`config.mk`:
```
export PLATFORM = sky130hd
export DESIGN_NAME = forwarding_hazard_unit_flat
export DESIGN_NICKNAME = d
export VERILOG_FILES = /design/src/rtl/cpu_types_pkg.sv /design/src/rtl/forwarding_hazard_unit_if.sv /design/src/rtl/fwd_port_mux.sv /design/src/rtl/forwarding_hazard_unit.sv /design/src/flat_wrapper.sv
export SDC_FILE = /design/constraint.sdc
export NUM_CORES = 1
export LEC_CHECK = 0
export CAP_MARGIN = 20
export CORE_MARGIN = 2
export CORE_UTILIZATION = 35
export DETAILED_ROUTE_END_ITERATION = 8
export GPL_TIMING_DRIVEN = 0
export PLACE_DENSITY = 0.79
export SYNTH_ARGS = -nofsm -noshare
export SYNTH_HDL_FRONTEND = slang
export SYNTH_SLANG_ARGS = --single-unit
```
`constraint.sdc`:
```
create_clock -name CLK -period 4.34 [get_ports CLK]
set_clock_uncertainty 0.05 [all_clocks]
set_input_delay 0.651 -clock CLK [delete_from_list [all_inputs] [get_ports CLK]]
set_output_delay 0.651 -clock CLK [all_outputs]
set_load 0.005 [all_outputs]
```
`src/rtl/cpu_types_pkg.sv`:
```
// Shared pipeline types: operand/register typedefs plus the forwarding
// select and hazard FSM encodings used by the forwarding/hazard unit.
package cpu_types_pkg;

    localparam int XLEN      = 32;
    localparam int NREG_BITS = 5;

    typedef logic [NREG_BITS-1:0] regbits_t;
    typedef logic [XLEN-1:0]      word_t;

    // Operand source per read port, newest producer wins
    typedef enum logic [1:0] {
        FWD_RF   = 2'd0,
        FWD_MEM  = 2'd1,
        FWD_WB   = 2'd2,
        FWD_HIST = 2'd3
    } fwd_sel_t;

    // Informative hazard state, never gates stall by itself
    typedef enum logic [1:0] {
        HZ_IDLE      = 2'd0,
        HZ_LU_BUBBLE = 2'd1,
        HZ_MEM_WAIT  = 2'd2
    } hz_state_t;

endpackage

```
`src/rtl/forwarding_hazard_unit_if.sv`:
```
// Pipeline-side bundle of the forwarding/hazard unit: stage tags in,
// forwarded operands, stall and stall counter out.
interface forwarding_hazard_unit_if
    import cpu_types_pkg::*;
#(
    parameter int DATA_W = 32,
    parameter int REG_AW = 5,
    parameter int NRD    = 2,
    parameter int CNT_W  = 32
);
    logic                    flush;
    logic [NRD*REG_AW-1:0]   rs_addr;
    logic [NRD-1:0]          rs_used;
    logic                    ex_wen;
    logic                    ex_is_load;
    logic [REG_AW-1:0]       ex_waddr;
    logic                    mem_wen;
    logic                    mem_is_load;
    logic [REG_AW-1:0]       mem_waddr;
    logic [DATA_W-1:0]       mem_wdata;
    logic                    mem_ready;
    logic                    wb_wen;
    logic [REG_AW-1:0]       wb_waddr;
    logic [DATA_W-1:0]       wb_wdata;
    logic [2*NRD-1:0]        fwd_sel;
    logic [NRD*DATA_W-1:0]   fwd_data;
    logic                    stall;
    logic [CNT_W-1:0]        stall_cycles;
    hz_state_t               hz_state;

    modport master (
        output flush, rs_addr, rs_used,
        output ex_wen, ex_is_load, ex_waddr,
        output mem_wen, mem_is_load, mem_waddr, mem_wdata, mem_ready,
        output wb_wen, wb_waddr, wb_wdata,
        input  fwd_sel, fwd_data, stall, stall_cycles, hz_state
    );

    modport slave (
        input  flush, rs_addr, rs_used,
        input  ex_wen, ex_is_load, ex_waddr,
        input  mem_wen, mem_is_load, mem_waddr, mem_wdata, mem_ready,
        input  wb_wen, wb_waddr, wb_wdata,
        output fwd_sel, fwd_data, stall, stall_cycles, hz_state
    );

endinterface

```
`src/rtl/fwd_port_mux.sv`:
```
// One operand read port: picks the newest in-flight producer of rs_addr
// and flags load-use and MEM-wait hazards for that port.
module fwd_port_mux
    import cpu_types_pkg::*;
#(
    parameter int DATA_W     = 32,
    parameter int REG_AW     = 5,
    parameter int HIST_DEPTH = 1
) (
    input  logic [REG_AW-1:0]                  i_rs_addr,
    input  logic                               i_rs_used,
    input  logic                               i_ex_wen,
    input  logic                               i_ex_is_load,
    input  logic [REG_AW-1:0]                  i_ex_waddr,
    input  logic                               i_mem_wen,
    input  logic                               i_mem_is_load,
    input  logic                               i_mem_ready,
    input  logic [REG_AW-1:0]                  i_mem_waddr,
    input  logic [DATA_W-1:0]                  i_mem_wdata,
    input  logic                               i_wb_wen,
    input  logic [REG_AW-1:0]                  i_wb_waddr,
    input  logic [DATA_W-1:0]                  i_wb_wdata,
    input  logic [HIST_DEPTH-1:0]              i_hist_vld,
    input  logic [HIST_DEPTH-1:0][REG_AW-1:0]  i_hist_addr,
    input  logic [HIST_DEPTH-1:0][DATA_W-1:0]  i_hist_data,
    output fwd_sel_t                           o_sel,
    output logic [DATA_W-1:0]                  o_data,
    output logic                               o_lu_haz,
    output logic                               o_mw_haz
);
    logic w_rd_ok;
    logic w_mem_hit;
    logic w_wb_hit;

    // r0 is hardwired zero, so it never matches a producer
    assign w_rd_ok   = i_rs_used && (i_rs_addr != '0);
    assign w_mem_hit = w_rd_ok && i_mem_wen && (i_mem_waddr == i_rs_addr);
    assign w_wb_hit  = w_rd_ok && i_wb_wen  && (i_wb_waddr  == i_rs_addr);
    assign o_mw_haz  = w_mem_hit && i_mem_is_load && !i_mem_ready;
    assign o_lu_haz  = w_rd_ok && i_ex_wen && i_ex_is_load && (i_ex_waddr == i_rs_addr);

    // Newest producer wins; a MEM load without data blocks older sources
    // because they would hand out a stale value
    always_comb begin
        o_sel  = FWD_RF;
        o_data = '0;
        if (w_mem_hit) begin
            if (!o_mw_haz) begin
                o_sel  = FWD_MEM;
                o_data = i_mem_wdata;
            end
        end else if (w_wb_hit) begin
            o_sel  = FWD_WB;
            o_data = i_wb_wdata;
        end else begin
            // Walk oldest to newest so entry 0 (newest) has the last word
            for (int k = HIST_DEPTH - 1; k >= 0; k--) begin
                if (w_rd_ok && i_hist_vld[k] && (i_hist_addr[k] == i_rs_addr)) begin
                    o_sel  = FWD_HIST;
                    o_data = i_hist_data[k];
                end
            end
        end
    end

endmodule

```
`src/rtl/forwarding_hazard_unit.sv`:
```
// Forwarding and hazard unit: per-port operand muxes, post-WB history,
// informative hazard FSM and saturating stall-cycle counter.
module forwarding_hazard_unit
    import cpu_types_pkg::*;
#(
    parameter int DATA_W     = 32,
    parameter int REG_AW     = 5,
    parameter int NRD        = 2,
    parameter int HIST_DEPTH = 1,
    parameter int CNT_W      = 32
) (
    input  logic                     CLK,
    input  logic                     RST,
    forwarding_hazard_unit_if.slave  bus
);
    logic [HIST_DEPTH-1:0]             r_hist_vld;
    logic [HIST_DEPTH-1:0][REG_AW-1:0] r_hist_addr;
    logic [HIST_DEPTH-1:0][DATA_W-1:0] r_hist_data;
    hz_state_t                         r_state;
    hz_state_t                         w_state_nxt;
    logic [CNT_W-1:0]                  r_stall_cnt;

    fwd_sel_t                          w_sel [NRD];
    logic [NRD-1:0][DATA_W-1:0]        w_data;
    logic [NRD-1:0]                    w_lu_haz;
    logic [NRD-1:0]                    w_mw_haz;
    logic [2*NRD-1:0]                  w_sel_flat;
    logic                              w_lu;
    logic                              w_mw;
    logic                              w_stall;
    logic                              w_push_vld;

    for (genvar gi = 0; gi < NRD; gi++) begin : g_port
        fwd_port_mux #(
            .DATA_W     (DATA_W),
            .REG_AW     (REG_AW),
            .HIST_DEPTH (HIST_DEPTH)
        ) u_mux (
            .i_rs_addr     (bus.rs_addr[gi*REG_AW +: REG_AW]),
            .i_rs_used     (bus.rs_used[gi]),
            .i_ex_wen      (bus.ex_wen),
            .i_ex_is_load  (bus.ex_is_load),
            .i_ex_waddr    (bus.ex_waddr),
            .i_mem_wen     (bus.mem_wen),
            .i_mem_is_load (bus.mem_is_load),
            .i_mem_ready   (bus.mem_ready),
            .i_mem_waddr   (bus.mem_waddr),
            .i_mem_wdata   (bus.mem_wdata),
            .i_wb_wen      (bus.wb_wen),
            .i_wb_waddr    (bus.wb_waddr),
            .i_wb_wdata    (bus.wb_wdata),
            .i_hist_vld    (r_hist_vld),
            .i_hist_addr   (r_hist_addr),
            .i_hist_data   (r_hist_data),
            .o_sel         (w_sel[gi]),
            .o_data        (w_data[gi]),
            .o_lu_haz      (w_lu_haz[gi]),
            .o_mw_haz      (w_mw_haz[gi])
        );
    end

    assign w_lu       = |w_lu_haz;
    assign w_mw       = |w_mw_haz;
    assign w_stall    = !RST && !bus.flush && (w_lu || w_mw);
    assign w_push_vld = bus.wb_wen && (bus.wb_waddr != '0);

    // Flatten per-port selects onto the output bus
    always_comb begin
        w_sel_flat = '0;
        for (int i = 0; i < NRD; i++) begin
            w_sel_flat[2*i +: 2] = w_sel[i];
        end
    end

    assign bus.fwd_sel      = RST ? '0 : w_sel_flat;
    assign bus.fwd_data     = RST ? '0 : w_data;
    assign bus.stall        = w_stall;
    assign bus.stall_cycles = r_stall_cnt;
    assign bus.hz_state     = r_state;

    // History shifts every cycle, stall or not, so a WB write stays
    // visible for exactly HIST_DEPTH cycles after it leaves WB
    always_ff @(posedge CLK) begin
        for (int k = HIST_DEPTH - 1; k >= 1; k--) begin
            r_hist_addr[k] <= r_hist_addr[k-1];
            r_hist_data[k] <= r_hist_data[k-1];
        end
        r_hist_addr[0] <= bus.wb_waddr;
        r_hist_data[0] <= bus.wb_wdata;
        if (RST || bus.flush) begin
            r_hist_vld <= '0;
        end else begin
            for (int k = HIST_DEPTH - 1; k >= 1; k--) begin
                r_hist_vld[k] <= r_hist_vld[k-1];
            end
            r_hist_vld[0] <= w_push_vld;
        end
    end

    // Hazard state register
    always_ff @(posedge CLK) begin
        if (RST || bus.flush) begin
            r_state <= HZ_IDLE;
        end else begin
            r_state <= w_state_nxt;
        end
    end

    // Hazard next-state: tracks why the pipe is stalled, for debug
    always_comb begin
        w_state_nxt = r_state;
        case (r_state)
            HZ_IDLE: begin
                if (w_lu)      w_state_nxt = HZ_LU_BUBBLE;
                else if (w_mw) w_state_nxt = HZ_MEM_WAIT;
            end
            HZ_LU_BUBBLE: begin
                w_state_nxt = w_mw ? HZ_MEM_WAIT : HZ_IDLE;
            end
            HZ_MEM_WAIT: begin
                if (bus.mem_ready) w_state_nxt = HZ_IDLE;
            end
            default: w_state_nxt = HZ_IDLE;
        endcase
    end

    // Saturating count of stalled cycles
    always_ff @(posedge CLK) begin
        if (RST) begin
            r_stall_cnt <= '0;
        end else if (w_stall && (r_stall_cnt != {CNT_W{1'b1}})) begin
            r_stall_cnt <= r_stall_cnt + 1'b1;
        end
    end

endmodule

```
`src/flat_wrapper.sv`:
```
// flat-port wrapper written by rule: the top's interface ports become plain ports
module forwarding_hazard_unit_flat import cpu_types_pkg::*;
#(
    parameter int DATA_W     = 32,
    parameter int REG_AW     = 5,
    parameter int NRD        = 2,
    parameter int HIST_DEPTH = 1,
    parameter int CNT_W      = 32
)
  (CLK, RST, bus_flush, bus_rs_addr, bus_rs_used, bus_ex_wen, bus_ex_is_load, bus_ex_waddr, bus_mem_wen, bus_mem_is_load, bus_mem_waddr, bus_mem_wdata, bus_mem_ready, bus_wb_wen, bus_wb_waddr, bus_wb_wdata, bus_fwd_sel, bus_fwd_data, bus_stall, bus_stall_cycles, bus_hz_state);
  forwarding_hazard_unit_if #(.DATA_W(DATA_W), .REG_AW(REG_AW), .NRD(NRD), .CNT_W(CNT_W)) bus_i ();
  input  logic CLK;
  input  logic RST;
  input wire logic [$bits(bus_i.flush)-1:0] bus_flush;
  input wire logic [$bits(bus_i.rs_addr)-1:0] bus_rs_addr;
  input wire logic [$bits(bus_i.rs_used)-1:0] bus_rs_used;
  input wire logic [$bits(bus_i.ex_wen)-1:0] bus_ex_wen;
  input wire logic [$bits(bus_i.ex_is_load)-1:0] bus_ex_is_load;
  input wire logic [$bits(bus_i.ex_waddr)-1:0] bus_ex_waddr;
  input wire logic [$bits(bus_i.mem_wen)-1:0] bus_mem_wen;
  input wire logic [$bits(bus_i.mem_is_load)-1:0] bus_mem_is_load;
  input wire logic [$bits(bus_i.mem_waddr)-1:0] bus_mem_waddr;
  input wire logic [$bits(bus_i.mem_wdata)-1:0] bus_mem_wdata;
  input wire logic [$bits(bus_i.mem_ready)-1:0] bus_mem_ready;
  input wire logic [$bits(bus_i.wb_wen)-1:0] bus_wb_wen;
  input wire logic [$bits(bus_i.wb_waddr)-1:0] bus_wb_waddr;
  input wire logic [$bits(bus_i.wb_wdata)-1:0] bus_wb_wdata;
  output wire logic [$bits(bus_i.fwd_sel)-1:0] bus_fwd_sel;
  output wire logic [$bits(bus_i.fwd_data)-1:0] bus_fwd_data;
  output wire logic [$bits(bus_i.stall)-1:0] bus_stall;
  output wire logic [$bits(bus_i.stall_cycles)-1:0] bus_stall_cycles;
  output wire logic [$bits(bus_i.hz_state)-1:0] bus_hz_state;
  assign bus_i.flush = bus_flush;
  assign bus_i.rs_addr = bus_rs_addr;
  assign bus_i.rs_used = bus_rs_used;
  assign bus_i.ex_wen = bus_ex_wen;
  assign bus_i.ex_is_load = bus_ex_is_load;
  assign bus_i.ex_waddr = bus_ex_waddr;
  assign bus_i.mem_wen = bus_mem_wen;
  assign bus_i.mem_is_load = bus_mem_is_load;
  assign bus_i.mem_waddr = bus_mem_waddr;
  assign bus_i.mem_wdata = bus_mem_wdata;
  assign bus_i.mem_ready = bus_mem_ready;
  assign bus_i.wb_wen = bus_wb_wen;
  assign bus_i.wb_waddr = bus_wb_waddr;
  assign bus_i.wb_wdata = bus_wb_wdata;
  assign bus_fwd_sel = bus_i.fwd_sel;
  assign bus_fwd_data = bus_i.fwd_data;
  assign bus_stall = bus_i.stall;
  assign bus_stall_cycles = bus_i.stall_cycles;
  assign bus_hz_state = bus_i.hz_state;
  forwarding_hazard_unit #(.DATA_W(DATA_W), .REG_AW(REG_AW), .NRD(NRD), .HIST_DEPTH(HIST_DEPTH), .CNT_W(CNT_W)) u_core (.CLK(CLK), .RST(RST), .bus(bus_i));
endmodule
```
# Yosys cells after proc, flatten, opt, wreduce, memory -nomap -nowiden
# Index checks and enable logic that the tools add are counted.
# totals
register_bits	72
input_bits	100
wordCells	82
# op_classes
n_addsub	1
n_eq_ne	13
muxes	23
reduce_logical	40
# ops
cell	count
$mux 32	8
$mux 64	1
$eq 5x5->1	8
$add 32x1->32 const B	1
$ne 32x32->1 const B	1
$logic_and 1x1->1	28
$mux 2	10
$reduce_bool 5->1	3
$pmux 2 s3	1
$mux 4	1
$reduce_or 2->1	2
$logic_not 1->1	3
$ne 3x1->1 const B	1
$eq 2x1->1 const B	1
$eq 2x2->1 const B	1
$logic_not 2->1	1
$logic_or 1x1->1	2
$mux 1	2
$ne 2x2->1 const B	1
$reduce_and 2->1	1

# Depth between registers and ports, before layout
# Gate-level depths: netlist of the first run.
# depth
depth_word	10
ltp_mapped	9
depth_no_buf	8

# Modules after synthesis
# Synthesis of the first run repeated with hierarchy kept, for this count alone.
# unflattened
cells_unflattened	715
hier_area_um2	5456.5
# modules_own_cells
module	instances	cells_per_inst	area_each_um2	seq_area_each_um2
forwarding_hazard_unit	1	325	3026.7	1441.4
fwd_port_mux	2	195	1214.9	0.0

# Worst setup path after synthesis of the first run
# OpenSTA, ideal clock, no wires.
# synth_path
path_type	input to output
start	in bus_rs_addr[0]
end	out bus_fwd_data[10]
arrival_ps	2389
t_required_ps	3639
slack_ps	1250
stages	8
n_path_buf	3
path_cell_list	buf_2 or4_4 o21ai_4 nor3_4 or2_2 clkbuf_1 clkbuf_1 a21oi_1
# synth_via
elab_chain_len	9
word_cells_on_any_way	18
classes_between	eq/ne (3); mux (5); reduce/logical (10)
# synth_rtl
element	line	text
from (decl)	flat_wrapper.sv:15	input wire logic [$bits(bus_i.rs_addr)-1:0] bus_rs_addr;
$reduce_bool 5->1	fwd_port_mux.sv:36	assign w_rd_ok = i_rs_used && (i_rs_addr != '0);
$logic_and 1x1->1	fwd_port_mux.sv:36	
$logic_and 1x1->1 (2 in series)	fwd_port_mux.sv:37	assign w_mem_hit = w_rd_ok && i_mem_wen && (i_mem_waddr == i_rs_addr);
$logic_and 1x1->1 (2 in series)	fwd_port_mux.sv:39	assign o_mw_haz = w_mem_hit && i_mem_is_load && !i_mem_ready;
$mux 32	fwd_port_mux.sv:48	if (!o_mw_haz) begin
$mux 32 *	fwd_port_mux.sv:47	if (w_mem_hit) begin
$mux 64 *	forwarding_hazard_unit.sv:76	assign bus.fwd_data = RST ? '0 : w_data;
to (decl)	flat_wrapper.sv:29	output wire logic [$bits(bus_i.fwd_data)-1:0] bus_fwd_data;
# Every way passes the cells marked *; elsewhere a longest branch is shown, timed or not.

# Worst setup path in the final report of the first run
# layout_path
start	in bus_mem_waddr[4]
end	out bus_fwd_data[62]
# layout_via
elab_chain_len	7
# layout_rtl
element	line	text
from (decl)	flat_wrapper.sv:22	input wire logic [$bits(bus_i.mem_waddr)-1:0] bus_mem_waddr;
$eq 5x5->1 *	fwd_port_mux.sv:37	
$logic_and 1x1->1 *	fwd_port_mux.sv:37	
$logic_and 1x1->1 (2 in series)	fwd_port_mux.sv:39	
$mux 32	fwd_port_mux.sv:48	
$mux 32 *	fwd_port_mux.sv:47	
$mux 64 *	forwarding_hazard_unit.sv:76	
# Marked as above.

==> results of run 1 <==
## final cells by class
class | count | area, um2 | area share, %
Buffer | 51 | 219.0 | 3.187
Timing Repair Buffer | 195 | 1942 | 28.26
Inverter | 5 | 18.77 | 0.2732
Multi-Input combinational cell | 417 | 2716 | 39.54
Clock inverter | 5 | 80.08 | 1.166
Sequential cell | 72 | 1441 | 20.98
Clock buffer | 11 | 242.7 | 3.533
Tap cell | 168 | 210.2 | 3.060
## state kept, by name (all words and copies together) (netlist names)
| signal | flops |
|---|---|
| u_core.r_hist_vld | 1 |
| u_core.bus.hz_state | 2 |
| u_core.r_hist_data | 32 |
| u_core.r_hist_addr | 5 |
| u_core.bus.stall_cycles | 32 |
## synthesized netlist by cell type (2+ instances only)
| cell type | instances | area share [%] |
|---|---|---|
| a2111oi_2 | 2 | 0.68 |
| a211oi_1 | 6 | 1.0 |
| a21oi_1 | 85 | 9.7 |
| a221oi_1 | 64 | 13 |
| a31o_2 | 2 | 0.40 |
| and3_1 | 3 | 0.43 |
| and4_1 | 5 | 1.0 |
| buf_2 | 19 | 2.2 |
| clkbuf_1 | 31 | 2.7 |
| dfxtp_1 | 72 | 33 |
| inv_1 | 5 | 0.43 |
| mux2_1 | 3 | 0.77 |
| mux2_2 | 2 | 0.51 |
| mux2i_1 | 2 | 0.46 |
| nand2_1 | 57 | 4.9 |
| nand2b_1 | 3 | 0.43 |
| nand3_1 | 14 | 1.6 |
| nand4_1 | 16 | 2.3 |
| nor2_1 | 34 | 2.9 |
| nor2b_1 | 5 | 0.71 |
| nor3_1 | 6 | 0.68 |
| nor3_4 | 2 | 0.74 |
| nor4_1 | 9 | 1.3 |
| o21ai_0 | 10 | 1.1 |
| o21ai_4 | 2 | 0.74 |
| o31ai_1 | 4 | 0.68 |
| or2_2 | 2 | 0.29 |
| or3_1 | 10 | 1.4 |
| or4_1 | 5 | 0.86 |
| or4_4 | 2 | 0.51 |
| xnor2_1 | 44 | 8.8 |
| xor2_1 | 6 | 1.2 |
## power by group through the flow
stage / clock network (uW) / logic [uW] / registers, uW
final: 806 / 240 / 691
after global placement: 0 / 230 / 703
after floorplan: 0 / 101 / 703
after CTS: 813 / 238 / 690
after global routing: 846 / 258 / 692
after detailed placement: 0 / 235 / 705
## cells by family after synthesis
group | synth area share (%)
flops | 32.87
mux | 2.083
xor+xnor | 9.986
simple gates | 20.68
compound gates | 28.67
buf+inv | 5.421
fa+ha+maj | 0.2853
## routing by layer
metal	wire length, um	vias up
met3	1347	48
met2	8447	263
met4	542	0
li1	-	2470
met1	6700	2495
met5	0	-
## worst register-to-register path: cells and delay by family, from the launching register on
| kind | cells | cell delay, ns |
|---|---|---|
| flip-flops | 1 | 0.46 |
| AO/OA/AOI/OAI | 1 | 0.13 |
| buffers and inverters | 2 | 0.54 |
| AND/OR/NAND/NOR | 5 | 1.05 |
| multiplexers | 1 | 0.28 |
## timing repair
action | in CTS | in global routing
endpoints found under the setup margin | 4 | 49
cloned | 0 | 0
setup buffers | 0 | 4
pin swaps | 0 | 2
gates resized for setup | 2 | 1
## stage by stage
stage          power (uW)  util (%)  setup WS, ns
2_1_floorplan       803.4         -         1.250
3_3_place_gp        933.0     53.73     -0.004942
3_5_place_dp        940.1     53.73     0.0001519
4_1_cts              1741     56.48        0.1264
5_1_grt              1796     56.73      -0.03774
6_report             1737     56.73        0.1525
## worst min path at each step
stage                                   endpoint                   start
after floorplan           u_core.bus.hz_state[0]  u_core.bus.hz_state[1]
after global placement    u_core.bus.hz_state[0]  u_core.bus.hz_state[1]
after detailed placement  u_core.bus.hz_state[0]  u_core.bus.hz_state[1]
after CTS                 u_core.bus.hz_state[0]  u_core.bus.hz_state[1]
after global routing      u_core.bus.hz_state[0]  u_core.bus.hz_state[1]
final                     u_core.bus.hz_state[0]  u_core.bus.hz_state[1]
==> flow_summary.html, run 1 <==
<table>
<tr><th>Metric</th><th>Value</th></tr>
<tr><th colspan="2">STA</th></tr>
<tr><td>Max Clk Rate</td><td>238.8 MHz</td></tr>
<tr><td>Post-layout min period</td><td>4.188 ns</td></tr>
<tr><td>Max-slew headroom at the worst pin</td><td>60.61%</td></tr>
<tr><td>Worst Tran Pin Value</td><td>0.5909 ns</td></tr>
<tr><td>Tightest hold margin</td><td>0.4112 ns</td></tr>
<tr><td>Number of pins with negative max-slew slack in the final report</td><td>0</td></tr>
<tr><td>Number of hold violations in the final report</td><td>0</td></tr>
<tr><td>Post-route clock period utilization</td><td>96.49%</td></tr>
<tr><td>Final setup violating endpoints</td><td>0</td></tr>
<tr><td>Setup TNS after final layout</td><td>0 ns</td></tr>
<tr><th colspan="2">Critical path</th></tr>
<tr><td>Launching point of the worst reg2reg path</td><td>u_core.bus.stall_cycles[17]</td></tr>
<tr><td>Critical path's top delay family</td><td>buffers and inverters</td></tr>
<tr><td>Start point of the critical path</td><td>bus_mem_waddr[4]</td></tr>
<tr><td>Arrival @ worst endpoint</td><td>3.49 ns</td></tr>
<tr><td>Worst setup path category</td><td>input port to output pin</td></tr>
<tr><td>Data required time at the worst endpoint</td><td>approximately 3.6 ns</td></tr>
<tr><td>Count of cell instances traversed by the critical path</td><td>9</td></tr>
<tr><td>Series of cell instances along the critical path</td><td>clkdlybuf4s50_1, xnor2_1, nand4_1, nor3_4, or2_2, clkbuf_1, clkbuf_1, a21oi_1, clkdlybuf4s50_1</td></tr>
<tr><td>Internal reg-to-reg setup slack</td><td>approximately 1.7 ns</td></tr>
<tr><td>Master of the slowest instance on the critical path</td><td>clkdlybuf4s50_1</td></tr>
<tr><td>FF-to-FF path depth</td><td>9</td></tr>
<tr><td>WP buf/inv</td><td>4</td></tr>
<tr><td>Critical path capture point type</td><td>output pin</td></tr>
<tr><td>Crit path launch type</td><td>input port</td></tr>
<tr><td>Worst Setup EP</td><td>bus_fwd_data[62]</td></tr>
<tr><td>Worst reg2reg endpoint</td><td>u_core.bus.stall_cycles[16]</td></tr>
<tr><td>Delay contributed by the slowest stage of the critical path</td><td>0.51 ns</td></tr>
<tr><td>Biggest fanout along the worst timing path</td><td>10</td></tr>
<tr><th colspan="2">Clock network</th></tr>
<tr><td>CTS tree</td><td>done</td></tr>
<tr><td>Clock Path Buffers</td><td>2</td></tr>
<tr><td>Number of CTS-inserted buffers</td><td>9</td></tr>
<tr><td>Htree depth</td><td>3</td></tr>
<tr><td>Clock network latency to the later pin of the worst-skew pair</td><td>0.33 ns</td></tr>
<tr><td># hold bufs at CTS</td><td>0</td></tr>
<tr><td>Clock Tree Root</td><td>clkbuf_16</td></tr>
<tr><td>Clock transition time at the flip-flop clock pins of the worst setup and hold paths</td><td>0.06 ns</td></tr>
<tr><td>Sinks on the clock net</td><td>72</td></tr>
<tr><th colspan="2">GRT</th></tr>
<tr><td>Global routing usage summed across all routing layers</td><td>between 20% and 30%</td></tr>
<tr><td>Grt ovf</td><td>0</td></tr>
<tr><td>Via count of the first global-routing pass</td><td>5286</td></tr>
<tr><td>Largest net degree at the start of global routing</td><td>13</td></tr>
<tr><td>Met1 usage</td><td>~28%</td></tr>
<tr><td>Global-route layer with the greatest usage</td><td>met2</td></tr>
<tr><td>Antenna violations before repair</td><td>0</td></tr>
<tr><td>Routing usage on met2</td><td>44.13%</td></tr>
<tr><td>Met3 capacity usage during global routing</td><td>4.812%</td></tr>
<tr><td>Wire length of the first global-routing pass</td><td>26240 um</td></tr>
<tr><th colspan="2">Min path</th></tr>
<tr><td>Worst hold path depth</td><td>1</td></tr>
<tr><td>Min-Delay Path Class</td><td>flip-flop to flip-flop</td></tr>
<tr><th colspan="2">Placed design</th></tr>
<tr><td>Standard cell area after detailed placement</td><td>0.006507 mm2</td></tr>
<tr><td>Count of input and output buffers</td><td>about 190</td></tr>
<tr><td>Placer's final routability congestion estimate</td><td>just under 0.9</td></tr>
<tr><td>Number of placed instances with taps included</td><td>904</td></tr>
<tr><td>HPWL reported at the end of detailed placement</td><td>12850 um</td></tr>
<tr><th colspan="2">Power</th></tr>
<tr><td>Cell-internal power</td><td>1327 uW</td></tr>
<tr><td>Clock power frac</td><td>46.4%</td></tr>
<tr><td>Maximum vdd drop</td><td>about 0.00017 V</td></tr>
<tr><td>Power share of the sequential group</td><td>39.8%</td></tr>
<tr><td>Sw Pwr</td><td>409.7 uW</td></tr>
<tr><td>Power density over the cells</td><td>252.8 mW/mm2</td></tr>
<tr><td>Net switching fraction of the power</td><td>23.59%</td></tr>
<tr><td>Part of the total power dissipated in combinational logic</td><td>roughly 14%</td></tr>
<tr><td>Static leakage</td><td>around 0.0022 uW</td></tr>
<tr><th colspan="2">Routing</th></tr>
<tr><td>Drt total wl</td><td>between 15000 and 20000 um</td></tr>
<tr><td>Detailed-route wire length per cell</td><td>roughly 18 um</td></tr>
<tr><td>Vias/cell</td><td>5.710</td></tr>
<tr><td>DRC violations left</td><td>0</td></tr>
<tr><td>Vias after detailed routing</td><td>5276</td></tr>
<tr><td>DR iter-0 viols</td><td>402</td></tr>
<tr><td>Post-route ant nets</td><td>0</td></tr>
<tr><td>First-pass iteration count of the detailed router</td><td>7</td></tr>
<tr><th colspan="2">Cells and area</th></tr>
<tr><td>Area of all placed cells without fillers</td><td>between 0.006 and 0.007 mm2</td></tr>
<tr><td>Area overhead of the layout relative to synthesis</td><td>56.66%</td></tr>
<tr><td>Highest-count cells in the layout ignoring fill and taps</td><td>clkdlybuf4s50_1, a21oi_1, dfxtp_1</td></tr>
<tr><td>Number of antenna repair diodes</td><td>0</td></tr>
<tr><td>Commonest non-fill, non-tap cell in the layout</td><td>clkdlybuf4s50_1</td></tr>
<tr><td>Filler cell count in the final layout</td><td>1097</td></tr>
<tr><td>Layout cells sized above 1</td><td>7.937%</td></tr>
<tr><td>Post-layout nets</td><td>852</td></tr>
<tr><td>Final instance count without filler cells</td><td>924</td></tr>
<tr><th colspan="2">Floorplanning</th></tr>
<tr><td>Chip width</td><td>between 100 and 150 um</td></tr>
<tr><td>Number of rows created at floorplan</td><td>40</td></tr>
<tr><td>Area of the die</td><td>0.01344 mm2</td></tr>
<tr><td>Count of pins on the block boundary</td><td>203</td></tr>
<tr><td>Vertical die dimension</td><td>115.9 um</td></tr>
<tr><td>Effective utilization at floorplan</td><td>36.21%</td></tr>
<tr><td>Core Box Area</td><td>0.01211 mm2</td></tr>
<tr><th colspan="2">Logic synthesis</th></tr>
<tr><td>Average footprint of a synthesized cell</td><td>8.047 um2</td></tr>
<tr><td>Synthesis Warnings</td><td>0</td></tr>
<tr><td>Flip-flop and latch count after synthesis</td><td>72</td></tr>
<tr><td>Number of instances in the synthesized netlist</td><td>545</td></tr>
<tr><td>Cell area after technology mapping</td><td>0.004385 mm2</td></tr>
<tr><td>Post-Synthesis Net Count</td><td>646</td></tr>
<tr><td>EDFF count, synth</td><td>0</td></tr>
<tr><td>Proportion of synthesized chip area in sequential cells</td><td>32.87%</td></tr>
<tr><td>Post-synth ARST share</td><td>0%</td></tr>
<tr><td>Most used flip-flop cell after synthesis</td><td>dfxtp_1</td></tr>
<tr><td>Count of different cell masters after synthesis</td><td>45</td></tr>
<tr><th colspan="2">Flow run</th></tr>
<tr><td>Maximum Capacitance Violations</td><td>0</td></tr>
<tr><th colspan="2">Run status</th></tr>
<tr><td>Status</td><td>completed</td></tr>
</table>
Note: power is estimated with default switching activity, not from simulation.
==> run 2, diff against run 1 <==
--- a/config.mk
+++ b/config.mk
@@ -6,11 +6,13 @@
 export NUM_CORES = 1
 export LEC_CHECK = 0
 export CAP_MARGIN = 20
-export CORE_MARGIN = 2
+export CORE_MARGIN = 3
 export CORE_UTILIZATION = 35
 export DETAILED_ROUTE_END_ITERATION = 8
 export GPL_TIMING_DRIVEN = 0
 export PLACE_DENSITY = 0.79
+export SKIP_CTS_REPAIR_TIMING = 1
+export SKIP_LAST_GASP = 1
 export SYNTH_ARGS = -nofsm -noshare
 export SYNTH_HDL_FRONTEND = slang
 export SYNTH_SLANG_ARGS = --single-unit
==> run 2 against run 1 <==
Against the previous run:
- cell count decreased by 0.22%
- global-route usage about the same
- via count increased by 0.64%
- worst setup slack improved by 0.0077 ns
- critical path depth unchanged
- first-iteration DRC count increased by 19%
- sequential power about the same
- wire length increased by 4.5%
- highest routed layer unchanged
==> flow_summary.html, run 2 (synthesis gave the netlist of run 1 again) <==
<table>
<tr><th>Metric</th><th>Value</th></tr>
<tr><th colspan="2">Run status</th></tr>
<tr><td>Status</td><td>completed (unchanged)</td></tr>
<tr><th colspan="2">Critical path</th></tr>
<tr><td>Data required time at the worst endpoint</td><td>3.64 ns (about the same)</td></tr>
<tr><td>Worst setup path category</td><td>input port to output pin (unchanged)</td></tr>
<tr><td>Worst reg2reg endpoint</td><td>u_core.bus.stall_cycles[16] (unchanged)</td></tr>
<tr><td>Biggest fanout along the worst timing path</td><td>10 (unchanged)</td></tr>
<tr><td>Critical path capture point type</td><td>output pin (unchanged)</td></tr>
<tr><td>Launching point of the worst reg2reg path</td><td>u_core.bus.stall_cycles[17] (unchanged)</td></tr>
<tr><td>Arrival @ worst endpoint</td><td>3.48 ns (was 3.49 ns)</td></tr>
<tr><td>FF-to-FF path depth</td><td>9 (unchanged)</td></tr>
<tr><td>Start point of the critical path</td><td>bus_mem_waddr[2] (was bus_mem_waddr[4])</td></tr>
<tr><td>Crit path launch type</td><td>input port (unchanged)</td></tr>
<tr><td>Internal reg-to-reg setup slack</td><td>1.69 ns (was 1.73 ns)</td></tr>
<tr><th colspan="2">Power</th></tr>
<tr><td>Maximum vdd drop</td><td>0.0002104 V (was 0.0001716 V)</td></tr>
<tr><td>Power density over the cells</td><td>246.7 mW/mm2 (was 252.8 mW/mm2)</td></tr>
<tr><td>Part of the total power dissipated in combinational logic</td><td>14.4% (was 13.8%)</td></tr>
<tr><td>Sw Pwr</td><td>429.2 uW (was 409.7 uW)</td></tr>
<tr><td>Clock power frac</td><td>44.6% (was 46.4%)</td></tr>
<tr><td>Power share of the sequential group</td><td>41.0% (was 39.8%)</td></tr>
<tr><td>Cell-internal power</td><td>1256 uW (was 1327 uW)</td></tr>
<tr><td>Net switching fraction of the power</td><td>25.47% (was 23.59%)</td></tr>
<tr><td>Static leakage</td><td>0.002173 uW (was 0.002204 uW)</td></tr>
<tr><th colspan="2">Cells and area</th></tr>
<tr><td>Post-layout nets</td><td>850 (was 852)</td></tr>
<tr><td>Commonest non-fill, non-tap cell in the layout</td><td>clkdlybuf4s50_1 (unchanged)</td></tr>
<tr><td>Number of antenna repair diodes</td><td>0 (unchanged)</td></tr>
<tr><td>End-of-flow core utilization</td><td>56.39% (was 56.73%)</td></tr>
<tr><td>Filler cell count in the final layout</td><td>1117 (was 1097)</td></tr>
<tr><td>Highest-count cells in the layout ignoring fill and taps</td><td>clkdlybuf4s50_1, a21oi_1, dfxtp_1 (unchanged)</td></tr>
<tr><td>Area overhead of the layout relative to synthesis</td><td>55.75% (was 56.66%)</td></tr>
<tr><td>Layout cells sized above 1</td><td>7.692% (was 7.937%)</td></tr>
<tr><th colspan="2">Floorplanning</th></tr>
<tr><td>Core Box Area</td><td>0.01211 mm2 (unchanged)</td></tr>
<tr><td>Number of rows created at floorplan</td><td>40 (unchanged)</td></tr>
<tr><td>Count of pins on the block boundary</td><td>203 (unchanged)</td></tr>
<tr><td>Effective utilization at floorplan</td><td>36.21% (unchanged)</td></tr>
<tr><td>Area of the die</td><td>0.01391 mm2 (was 0.01344 mm2)</td></tr>
<tr><td>Vertical die dimension</td><td>117.9 um (was 115.9 um)</td></tr>
<tr><td>Chip width</td><td>117.9 um (was 115.9 um)</td></tr>
<tr><th colspan="2">Clock network</th></tr>
<tr><td>Htree depth</td><td>3 (unchanged)</td></tr>
<tr><td>Clock network latency to the later pin of the worst-skew pair</td><td>0.33 ns (about the same)</td></tr>
<tr><td>CTS tree</td><td>done (unchanged)</td></tr>
<tr><td>Number of CTS-inserted buffers</td><td>9 (unchanged)</td></tr>
<tr><td>Clock Path Buffers</td><td>2 (unchanged)</td></tr>
<tr><td>Sinks on the clock net</td><td>72 (unchanged)</td></tr>
<tr><td>Clock Tree Root</td><td>clkbuf_16 (unchanged)</td></tr>
<tr><td>Clock transition time at the flip-flop clock pins of the worst setup and hold paths</td><td>0.06 ns (about the same)</td></tr>
<tr><th colspan="2">Routing</th></tr>
<tr><td>Post-route ant nets</td><td>0 (unchanged)</td></tr>
<tr><td>Vias/cell</td><td>5.759 (was 5.710)</td></tr>
<tr><td>Met1 routed wirelength after detailed routing</td><td>7128 um (was 6700 um)</td></tr>
<tr><td>DRC violations left</td><td>0 (unchanged)</td></tr>
<tr><td>Routed length on met2</td><td>8732 um (was 8447 um)</td></tr>
<tr><td>Vias after detailed routing</td><td>5310 (was 5276)</td></tr>
<tr><td>Drt total wl</td><td>17800 um (was 17040 um)</td></tr>
<tr><td>DR iter-0 viols</td><td>477 (was 402)</td></tr>
<tr><td>Metal3 WL</td><td>1514 um (was 1347 um)</td></tr>
<tr><td>Detailed-route wire length per cell</td><td>19.31 um (was 18.44 um)</td></tr>
<tr><td>Highest signal layer in the routed design</td><td>met4 (unchanged)</td></tr>
<tr><td>First-pass iteration count of the detailed router</td><td>7 (unchanged)</td></tr>
<tr><th colspan="2">Placed design</th></tr>
<tr><td>Count of input and output buffers</td><td>191 (unchanged)</td></tr>
<tr><td>Placer's final routability congestion estimate</td><td>0.9023 (was 0.8743)</td></tr>
<tr><td>HPWL reported at the end of detailed placement</td><td>13480 um (was 12850 um)</td></tr>
<tr><th colspan="2">GRT</th></tr>
<tr><td>Antenna violations before repair</td><td>0 (unchanged)</td></tr>
<tr><td>Wire length of the first global-routing pass</td><td>28060 um (was 26240 um)</td></tr>
<tr><td>Grt ovf</td><td>0 (unchanged)</td></tr>
<tr><td>Largest net degree at the start of global routing</td><td>14 (was 13)</td></tr>
<tr><td>Via count of the first global-routing pass</td><td>5187 (was 5286)</td></tr>
<tr><td>Global routing usage summed across all routing layers</td><td>24.34% (was 24.36%)</td></tr>
<tr><th colspan="2">Flow run</th></tr>
<tr><td>Maximum Capacitance Violations</td><td>0 (unchanged)</td></tr>
<tr><th colspan="2">STA</th></tr>
<tr><td>Tightest hold margin</td><td>0.4388 ns (was 0.4112 ns)</td></tr>
<tr><td>Post-route clock period utilization</td><td>96.31% (was 96.49%)</td></tr>
<tr><td>Max Clk Rate</td><td>239.2 MHz (was 238.8 MHz)</td></tr>
<tr><td>Post-layout min period</td><td>4.180 ns (was 4.188 ns)</td></tr>
<tr><td>Worst Tran Pin Value</td><td>0.5799 ns (was 0.5909 ns)</td></tr>
<tr><td>Number of hold violations in the final report</td><td>0 (unchanged)</td></tr>
<tr><td>Setup TNS after final layout</td><td>0 ns (unchanged)</td></tr>
<tr><td>Final setup violating endpoints</td><td>0 (unchanged)</td></tr>
<tr><td>Number of pins with negative max-slew slack in the final report</td><td>0 (unchanged)</td></tr>
<tr><td>Setup repair after global routing missed its margin</td><td>true</td></tr>
<tr><td>Max-slew headroom at the worst pin</td><td>61.34% (was 60.61%)</td></tr>
<tr><th colspan="2">Min path</th></tr>
<tr><td>Worst Hold Launch</td><td>u_core.bus.hz_state[0] (was u_core.bus.hz_state[1])</td></tr>
<tr><td>Worst hold path depth</td><td>1 (unchanged)</td></tr>
<tr><td>Hold-critical path endpoint</td><td>u_core.bus.hz_state[0] (unchanged)</td></tr>
<tr><td>Min-Delay Path Class</td><td>flip-flop to flip-flop (unchanged)</td></tr>
</table>
==> run 2: cell types whose count changed in the layout (fill, tap and decap cells not counted) <==
cell | previous run | this run
bufinv_16 | 2 | 1
buf_1 | 1 | 0
buf_4 | 5 | 3
clkinv_2 | 1 | 0
inv_6 | 0 | 1
clkinvlp_4 | 2 | 4
clkbuf_1 | 31 | 32
clkbuf_8 | 1 | 0
==> run 2: critical path, cell delays in order <==
cell and delay [ns]:
clkdlybuf4s50_1 0.52, xnor2_1 0.13, nand4_1 0.17, nor3_4 0.47
or2_2 0.19, clkbuf_1 0.27, clkbuf_1 0.42, a21oi_1 0.17
clkdlybuf4s50_1 0.48
==> run 2: metal layers <==
| metal | vias to the layer above | global-route usage, % |
|---|---|---|
| met4 | 0 | 8.352 |
| met5 | - | 0 |
| li1 | 2482 | - |
| met2 | 302 | 41.90 |
| met3 | 33 | 6.583 |
| met1 | 2493 | 29.24 |
==> run 2: layout make-up <==
type                    count  area (um2)  area share [%]
plain buffers              51       219.0           3.206
clock buffers              10       229.0           3.352
clock inverters             6       68.82           1.008
inverters                   5       18.77          0.2748
multi-input cells         417        2716           39.77
flip-flops and latches     72        1441           21.10
well taps                 168       210.2           3.077
repair buffers            193        1927           28.21
==> run 2: worst max path at each step <==
stage,cells after the start,endpoint,slack [ns]
final,9,bus_fwd_data[55],0.16
after global routing,9,bus_fwd_data[16],-0.04
after CTS,9,bus_fwd_data[16],-0.12
after detailed placement,9,bus_fwd_data[16],-0.11
after global placement,9,bus_fwd_data[41],0.03
after floorplan,8,bus_fwd_data[10],1.25
==> run 2: metrics by stage <==
stage	std cells	setup WS (ns)	cell area, um2	power (uW)
finish	922	0.1601	6830	1685
global route	922	-0.03722	6830	1746
CTS	920	-0.1246	6805	1692
detailed placement	904	-0.1138	6507	942.7
global placement	904	0.03422	6507	936.6
floorplan	545	1.250	4385	803.4
==> run 2: power groups by stage <==
stage	registers (uW)	clock network (uW)	logic, uW
floorplan	703	0	101
global placement	703	0	233
detailed placement	705	0	238
CTS	690	762	240
global route	692	795	259
finish	691	752	242
==> run 3, diff against run 2 <==
--- a/config.mk
+++ b/config.mk
@@ -16,3 +16,4 @@
 export SYNTH_ARGS = -nofsm -noshare
 export SYNTH_HDL_FRONTEND = slang
 export SYNTH_SLANG_ARGS = --single-unit
+export TNS_END_PERCENT = 100
==> results of run 3 <==
Same layout as run 2: the final DEF is identical, and so are final timing and power.
